<file path="config.mk">
export PLATFORM = sky130hd
export DESIGN_NAME = pattern_scan_ctrl
export DESIGN_NICKNAME = d
export VERILOG_FILES = /design/src/rtl/pattern_scan_ctrl_pkg.sv /design/src/rtl/pattern_scan_ctrl_seq_detector.sv /design/src/rtl/pattern_scan_ctrl.sv
export SDC_FILE = /design/constraint.sdc
export NUM_CORES = 1
export LEC_CHECK = 0
export BUFFER_PORTS_ARGS = -buffer_cell sky130_fd_sc_hd__buf_2
export CAP_MARGIN = 20
export CORE_UTILIZATION = 38
export CTS_BUF_LIST = sky130_fd_sc_hd__clkbuf_4 sky130_fd_sc_hd__clkbuf_8 sky130_fd_sc_hd__clkbuf_16
export CTS_CLUSTER_SIZE = 16
export DETAILED_ROUTE_END_ITERATION = 8
export HOLD_SLACK_MARGIN = 0.15
export SLEW_MARGIN = 20
export SYNTH_ARGS = -nofsm -noshare
export SYNTH_HDL_FRONTEND = slang
export SYNTH_HIERARCHICAL = 1
export SYNTH_SLANG_ARGS = --single-unit
</file>
<file path="constraint.sdc">
create_clock -name clk_i -period 1.6 [get_ports clk_i]
set_input_delay 0.08 -clock clk_i [delete_from_list [all_inputs] [get_ports clk_i]]
set_output_delay 0.08 -clock clk_i [all_outputs]
set_load 0.05 [all_outputs]
</file>
<file path="src/rtl/pattern_scan_ctrl_pkg.sv">
// Shared types and constants for the pattern scan controller.
// Holds the controller FSM state type, the "101" detector state encodings
// and the pattern constant itself.
package pattern_scan_ctrl_pkg;

    typedef enum logic [1:0] {
        ST_IDLE  = 2'd0,
        ST_SHIFT = 2'd1,
        ST_DONE  = 2'd2
    } ctrl_state_e;

    typedef enum logic [1:0] {
        DET_IDLE = 2'd0,
        DET_S1   = 2'd1,
        DET_S10  = 2'd2,
        DET_S101 = 2'd3
    } det_state_e;

    localparam logic [2:0] PATTERN_101 = 3'b101;

endpackage

</file>
<file path="src/rtl/pattern_scan_ctrl_seq_detector.sv">
// seq_detector_101: serial detector for overlapping "101" patterns.
// Ports:
//   clk_i   - clock, rising edge
//   reset_i - asynchronous active-low reset, returns the detector to IDLE
//   clear_i - synchronous clear to IDLE (drops history between words)
//   en_i    - a new bit is presented this cycle; state advances only then
//   bit_i   - serial data bit
//   hit_o   - combinational: state is S10 and the current bit completes "101"
module seq_detector_101
    import pattern_scan_ctrl_pkg::*;
(
    input  logic clk_i,
    input  logic reset_i,
    input  logic clear_i,
    input  logic en_i,
    input  logic bit_i,
    output logic hit_o
);

    det_state_e r_state;
    det_state_e w_next;

    always_comb begin
        w_next = r_state;
        case (r_state)
            DET_IDLE: w_next = (bit_i == PATTERN_101[2]) ? DET_S1 : DET_IDLE;
            // A repeated leading 1 keeps us in S1 rather than restarting.
            DET_S1:   w_next = (bit_i == PATTERN_101[1]) ? DET_S10 : DET_S1;
            DET_S10:  w_next = (bit_i == PATTERN_101[0]) ? DET_S101 : DET_IDLE;
            // The trailing 1 of a match is the leading 1 of the next one.
            DET_S101: w_next = (bit_i == PATTERN_101[1]) ? DET_S10 : DET_S1;
            default:  w_next = DET_IDLE;
        endcase
    end

    assign hit_o = en_i && (r_state == DET_S10) && (bit_i == PATTERN_101[0]);

    always_ff @(posedge clk_i or negedge reset_i) begin
        if (!reset_i) begin
            r_state <= DET_IDLE;
        end else if (clear_i) begin
            r_state <= DET_IDLE;
        end else if (en_i) begin
            r_state <= w_next;
        end
    end

endmodule

</file>
<file path="src/rtl/pattern_scan_ctrl.sv">
// pattern_scan_ctrl: two-requester round-robin front end that serially scans
// each accepted word MSB first and reports how many overlapping "101"
// patterns it contains.
// Ports:
//   clk_i, reset_i                 - clock (rising) and async active-low reset
//   req{0,1}_valid_i / _data_i     - requester word offers
//   req{0,1}_ready_o               - word accepted this cycle (IDLE only)
//   res_valid_o / res_ready_i      - result handshake, result held until taken
//   res_id_o, res_count_o          - owning requester and match count
//   busy_o                         - controller not in IDLE
module pattern_scan_ctrl
    import pattern_scan_ctrl_pkg::*;
#(
    parameter int WORD_W = 8,
    parameter int CNT_W  = $clog2(WORD_W + 1)
) (
    input  logic              clk_i,
    input  logic              reset_i,
    input  logic              req0_valid_i,
    input  logic [WORD_W-1:0] req0_data_i,
    output logic              req0_ready_o,
    input  logic              req1_valid_i,
    input  logic [WORD_W-1:0] req1_data_i,
    output logic              req1_ready_o,
    output logic              res_valid_o,
    input  logic              res_ready_i,
    output logic              res_id_o,
    output logic [CNT_W-1:0]  res_count_o,
    output logic              busy_o
);

    ctrl_state_e       r_state;
    ctrl_state_e       w_next;
    logic [WORD_W-1:0] r_shift;
    logic [CNT_W-1:0]  r_bit_cnt;
    logic [CNT_W-1:0]  r_count;
    logic              r_id;
    logic              r_last;     // requester granted most recently
    logic              w_gnt0;
    logic              w_gnt1;
    logic              w_hs;
    logic              w_en;
    logic              w_hit;

    // Match counter holds at its ceiling instead of wrapping.
    function automatic logic [CNT_W-1:0] sat_inc(input logic [CNT_W-1:0] c);
        return (&c) ? c : c + CNT_W'(1);
    endfunction

    always_comb begin
        w_next       = r_state;
        w_gnt0       = 1'b0;
        w_gnt1       = 1'b0;
        case (r_state)
            ST_IDLE: begin
                // On contention the requester not granted last wins.
                w_gnt0 = req0_valid_i && (!req1_valid_i || r_last);
                w_gnt1 = req1_valid_i && (!req0_valid_i || !r_last);
                if (w_gnt0 || w_gnt1) w_next = ST_SHIFT;
            end
            ST_SHIFT: begin
                if (r_bit_cnt == CNT_W'(WORD_W - 1)) w_next = ST_DONE;
            end
            ST_DONE: begin
                if (res_ready_i) w_next = ST_IDLE;
            end
            default: w_next = ST_IDLE;
        endcase
    end

    assign req0_ready_o = w_gnt0;
    assign req1_ready_o = w_gnt1;
    assign w_hs         = w_gnt0 || w_gnt1;
    assign w_en         = (r_state == ST_SHIFT);
    assign res_valid_o  = (r_state == ST_DONE);
    assign busy_o       = (r_state != ST_IDLE);
    assign res_id_o     = r_id;
    assign res_count_o  = r_count;

    always_ff @(posedge clk_i or negedge reset_i) begin
        if (!reset_i) r_state <= ST_IDLE;
        else          r_state <= w_next;
    end

    always_ff @(posedge clk_i or negedge reset_i) begin
        if (!reset_i) begin
            r_shift   <= '0;
            r_bit_cnt <= '0;
            r_count   <= '0;
            r_id      <= 1'b0;
            r_last    <= 1'b1;
        end else if (w_hs) begin
            r_shift   <= w_gnt1 ? req1_data_i : req0_data_i;
            r_bit_cnt <= '0;
            r_count   <= '0;
            r_id      <= w_gnt1;
            r_last    <= w_gnt1;
        end else if (w_en) begin
            r_shift   <= {r_shift[WORD_W-2:0], 1'b0};
            r_bit_cnt <= r_bit_cnt + CNT_W'(1);
            if (w_hit) r_count <= sat_inc(r_count);
        end
    end

    // Cleared on every accept so no match can span two words.
    seq_detector_101 u_det (
        .clk_i   (clk_i),
        .reset_i (reset_i),
        .clear_i (w_hs),
        .en_i    (w_en),
        .bit_i   (r_shift[WORD_W-1]),
        .hit_o   (w_hit)
    );

endmodule

</file>
**Word-level counts from Yosys, hierarchy flattened**

Cells that the tools add are included.

- Register bits after elaboration: 22
- Bits in latches: 0
- Memory bits (writable): 0
- Bits in read-only memories: 0
- Bits of input ports: 21
- Output and inout port bits: 9
- Logic and storage cells: 60
- Memories kept: 0

- $add $sub $neg: 2
- $mul: 0
- Divide/modulo/power cells: 0
- Order comparisons: 0
- Equal/unequal tests: 10
- Shift operators: 0
- Muxes and demuxes: 21
- Bitwise operators: 0
- Reductions and logical operators: 20

Operators with widths:

| kind | count |
|---|---|
| 4-bit 2-to-1 mux | 6 |
| 8-bit 2-to-1 mux | 3 |
| 2-bit 2-to-1 mux | 7 |
| 2-bit case mux with 3 select lines | 2 |
| 4-bit by 1-bit adder with 4-bit output (second input constant) | 2 |
| 2-bit == test (second input constant) | 3 |
| 3-bit AND reduction | 2 |
| 2-bit nonzero test | 3 |
| 2-bit by 1-bit == test with 1-bit output (second input constant) | 2 |
| 4-bit by 3-bit == test with 1-bit output (second input constant) | 1 |
| 1-bit logical AND | 4 |
| 2-bit zero test | 2 |
| 1-bit logical OR | 4 |
| 2-bit by 1-bit != test with 1-bit output (second input constant) | 2 |
| 2-bit != test (second input constant) | 2 |
| 4-bit AND reduction | 1 |
| 1-bit zero test | 3 |
| 1-bit 2-to-1 mux | 3 |
| 2-bit OR reduction | 1 |

**Logic depth before layout (Yosys ltp)**

- Depth after elaboration: 7
- Gate-level depth with buffers: 6
- Gate-level depth less buffers: 5

**By module**

The synthesis kept the hierarchy.

Modules (own cells, without submodules):

| module | instances | cells each | area each (µm²) | seq. area each (µm²) |
|---|---|---|---|---|
| pattern_scan_ctrl | 1 | 112 | 1104.8 | 501.7 |
| seq_detector_101 | 1 | 10 | 101.3 | 50.0 |

**Worst setup path before layout**

No wires, ideal clock.

- Kind: flip-flop to flip-flop
- Start point: reg, netlist name r_state[1]
- End point: reg, netlist name r_state[1]
- Library setup time: 0.095 ns
- Arrival: 1.551 ns
- Required time: 1.505 ns
- Path slack: -0.046 ns
- Cell stages (with the launch flop): 5
- Buffers on the path: 1
- Period minus slack after synthesis: 1.646 ns
- Cells stage by stage: dfrtp_1 buf_2 nor2b_1 nand2b_1 o31ai_1

**Final worst setup path**

- Start point: in req1_valid_i
- End point: reg r_shift[0]

- Cells in the longest elaborated chain, start to end: 6
- Elaborated cells between the ends (all ways): 10
- Those cells by class: mux: 4; reduce/logical: 6

Ends and longest elaborated chain:

| item | line | RTL |
|---|---|---|
| from (decl) | pattern_scan_ctrl.sv:22 | `input logic req1_valid_i,` |
| 1-bit zero test | pattern_scan_ctrl.sv:57 | `w_gnt0 = req0_valid_i && (!req1_valid_i \|\| r_last);` |
| 1-bit logical OR | pattern_scan_ctrl.sv:57 |  |
| 1-bit logical AND | pattern_scan_ctrl.sv:57 |  |
| 1-bit 2-to-1 mux | pattern_scan_ctrl.sv:54 | `case (r_state)` |
| 1-bit logical OR | pattern_scan_ctrl.sv:73 | `assign w_hs = w_gnt0 \|\| w_gnt1;` |
| 8-bit 2-to-1 mux / 2-bit nonzero test (equally long branches) | -- |  |
| to (signal assigned) | pattern_scan_ctrl.sv:93 | `r_shift <= w_gnt1 ? req1_data_i : req0_data_i;` |
| to (signal assigned) | pattern_scan_ctrl.sv:99 | `r_shift <= {r_shift[WORD_W-2:0], 1'b0};` |
| to (decl) | pattern_scan_ctrl.sv:34 | `logic [WORD_W-1:0] r_shift;` |

Several ways; a longest one is shown, not always the timed one.
A chain may end at the register's enable or synchronous reset.

==> impl_metrics.py <==
metrics = {
    "route": {
        "drt_first_pass_iters": 4,
        "drt_iter0_drc": 13,
        "viasPerCell": 4.97,
        "ant_nets": 0,
        "wl_per_cell_um": 13.1,
        "vias": 1068,
        "drcViolationCount": 0,
        "wirelength_um": 2810,
    },
    "worst_setup_path": {
        "crit_path_frequent_cell": "dlygate4sd3_1",
        "path_buf_inv": 3,
        "critPathArrivalTime_ns": 1.78,
        "crit_path_end_kind": "flop",
        "path_max_fanout": 6,
        "start_kind": "input pin",
        "crit_chain": "dlygate4sd3_1 -> buf_2 -> a21boi_4 -> mux2i_1 -> dlygate4sd3_1 -> o21ai_1",
        "critPathTopFamily": "buffers and inverters",
        "slowest_stage": "dlygate4sd3_1",
        "max_stage_delay_ns": 0.56,
        "critical_path_required_ns": 1.82,
        "r2r_cells": 4,
        "path_depth": 6,
        "crit_type": "in2reg",
    },
    "synth": {
        "yosysSeqAreaShare": 0.457,
        "syn_area_mm2": 0.00121,
        "yosysTopAreaCellShare": 0.436,
        "syn_avg_cell_area_um2": 9.89,
        "mappedNetlistNets": 145,
        "synth_cells": 122,
        "yosysWarnings": 6,
        "ys_types": 34,
        "yosysTopAreaCell": "dfrtp_1",
        "synth.area.top_cells": "dfrtp_1 44%, mux2i_1 10%, o21ai_0 5.0%",
        "synth-seq-cells": 22,
    },
    "clock_tree": {
        "numCtsBuffers": 3,
        "clockBufferDepth": 2,
        "cts_tree": "yes",
        "cts.sinks": 22,
        "clk_latency_ns": 0.32,
        "clk_pin_slew_ns": 0.13,
        "cts_root_buf": "clkbuf_4",
        "htreeDepth": 1,
    },
    "cells_and_area": {
        "layout-drive-gt1-share": 0.298,
        "finalNetCount": 195,
        "area_growth_syn_to_layout_pct": 34.2,
        "insertedDiodeCount": 0,
        "final_cell_area_mm2": 0.00162,
    },
    "die": {
        "fp-row-count": 20,
        "core_mm2": 0.00303,
        "die-area_mm2": 0.00340,
        "io_pins": 30,
        "die_width_um": 58.3,
        "initial_core_util": 0.398,
        "die_height_um": 58.3,
    },
    "sta": {
        "fin_crit_ns": 1.56,
        "drv_slew": 0,
        "holdWs_ns": 0.152,
        "finalSetupViolCount": 0,
        "fin_worst_skew_ns": 0.00317,
        "finalCritPeriodShare": 0.977,
        "final-hold-violation-count": 0,
        "layout_setup_ws_ns": 0.0363,
        "fmax_mhz": 640,
        "slew_headroom": 0.666,
        "worst_slew_pin_slew_ns": 0.502,
        "tns_ns": 0,
    },
    "placement": {
        "hpwl_um": 1950,
        "portBuffers": 29,
        "place_area_mm2": 0.00141,
        "dpl_worst_slack_ns": 0.141,
        "gp_congestion": 0.795,
    },
    "global_routing": {
        "grt_pass1_vias": 1080,
        "grt_max_degree": 23,
        "grt_pass1_wl_um": 4620,
        "grt_overflow": 0,
        "antenna_found_initial": 0,
        "grt_use_total": 0.181,
    },
    "worst_hold_path": {
        "worstHoldPathType": "in2reg",
        "min_path_cells": 4,
    },
    "flow_run": {
        "cap_violations": 0,
    },
    "pwr": {
        "p_per_area_mw_per_mm2": 1470,
        "cellLeakagePower_nw": 0.782,
        "ir_worst_vdd_mv": 0.548,
        "total_power_mw": 2.38,
    },
    "status": {
        "outcome": "finished clean",
    },
}
==> sequential cells by signal (all words and copies together), names as in the netlist <==
register	cells
res_count_o	4
r_shift	8
res_id_o	1
r_last	1
r_bit_cnt	4
u_det/r_state	2
r_state	2
==> synth_stat cells, drive strengths merged <==
cell     n
a21boi   1
mux2i   12
nor2     6
nand2   12
nand4    2
dfrtp   21
o21ai   15
nor3     1
ha       2
and3     3
and4     1
and2     1
inv      4
buf      5
xor2     1
nand2b   3
or3      8
nand3    3
a31o     1
xnor2    1
a21oi    4
a21o     1
nor2b    2
nand3b   2
dfstp    1
o31ai    1
o211ai   8
==> path summary, 6_finish.rpt <==
check / endpoint / slack [ns] / startpoint
setup reg to reg: r_shift[0] / 0.07 / r_last
min in group asynchronous: r_shift[5] / 0.25 / reset_i
hold / removal: r_shift[3] / 0.15 / req1_data_i[3]
setup / recovery: r_shift[0] / 0.04 / req1_valid_i
max in group asynchronous: r_state[0] / 0.99 / reset_i
hold reg to reg: r_state[1] / 0.50 / r_bit_cnt[3]
==> metrics by stage <==
stage	std cells	util
5_1_grt	215	0.535
3_5_place_dp	195	0.465
6_report	215	0.535
3_3_place_gp	195	0.465
4_1_cts	212	0.522
2_1_floorplan	122	-
==> cell families after synthesis <==
| family | Yosys count | synth area share |
|---|---|---|
| AOI/OAI and AO/OA | 31 | 0.158 |
| adders and majority gates | 2 | 0.0207 |
| xor gates and xnor gates | 2 | 0.0145 |
| and+or+nand+nor | 44 | 0.206 |
| muxes | 12 | 0.0996 |
| buffers and inverters | 9 | 0.0436 |
| DFF | 22 | 0.457 |
==> layout make-up <==
type,count,area [um^2]
clock buffers,4,36.3
fillers,294,1410
inverters,4,15.0
multi-input cells,91,617
flip-flops and latches,22,553
well taps,44,55.1
repair buffers,50,343
==> per-layer routing <==
| metal | up-vias | track usage | wire (um) |
|---|---|---|---|
| met3 | 5 | 0.0286 | 81 |
| met2 | 17 | 0.325 | 1400 |
| met4 | 0 | 0.0782 | 46 |
| met5 | - | 0 | 0 |
| met1 | 508 | 0.214 | 1280 |
| li1 | 538 | - | - |
==> what timing repair did <==
item,in CTS,in global routing
gates cloned,0,0
endpoints found under the setup margin,3,4
resized for setup,3,3
setup buffers,0,3
hold buffers,13,0
hold endpoints to repair,33,0
==> worst register-to-register path: stages, from the launching register on <==
cell and delay, ns:
dfstp_2 0.60, a21boi_4 0.07, mux2i_1 0.13, dlygate4sd3_1 0.56, o21ai_1 0.06
==> where the power goes <==
group          internal, mW  total, mW  switching, mW
registers             0.780      0.955          0.175
clock network         0.139      0.321          0.182
logic                 0.472       1.11          0.636
total                  1.39       2.38          0.992
==> layout by cell type (no fill, tap or decap), types with 2 or more instances in the layout <==
cell / synthesis / routed
dlygate4sd3_1: 0 / 13
dfrtp_1: 21 / 20
nand2b_1: 2 / 2
mux2i_1: 12 / 12
buf_4: 0 / 10
nand3_1: 3 / 3
nor2b_2: 1 / 2
inv_1: 3 / 3
nor2_1: 5 / 5
nand4_1: 2 / 2
clkbuf_4: 0 / 4
o211ai_1: 8 / 8
o21ai_1: 3 / 3
nand2_1: 12 / 12
a21oi_1: 4 / 4
buf_2: 3 / 26
and3_1: 2 / 2
o21ai_0: 12 / 12
nand3b_1: 2 / 2
ha_1: 2 / 2
or3_1: 8 / 8
(Power assumes the default switching activity.)
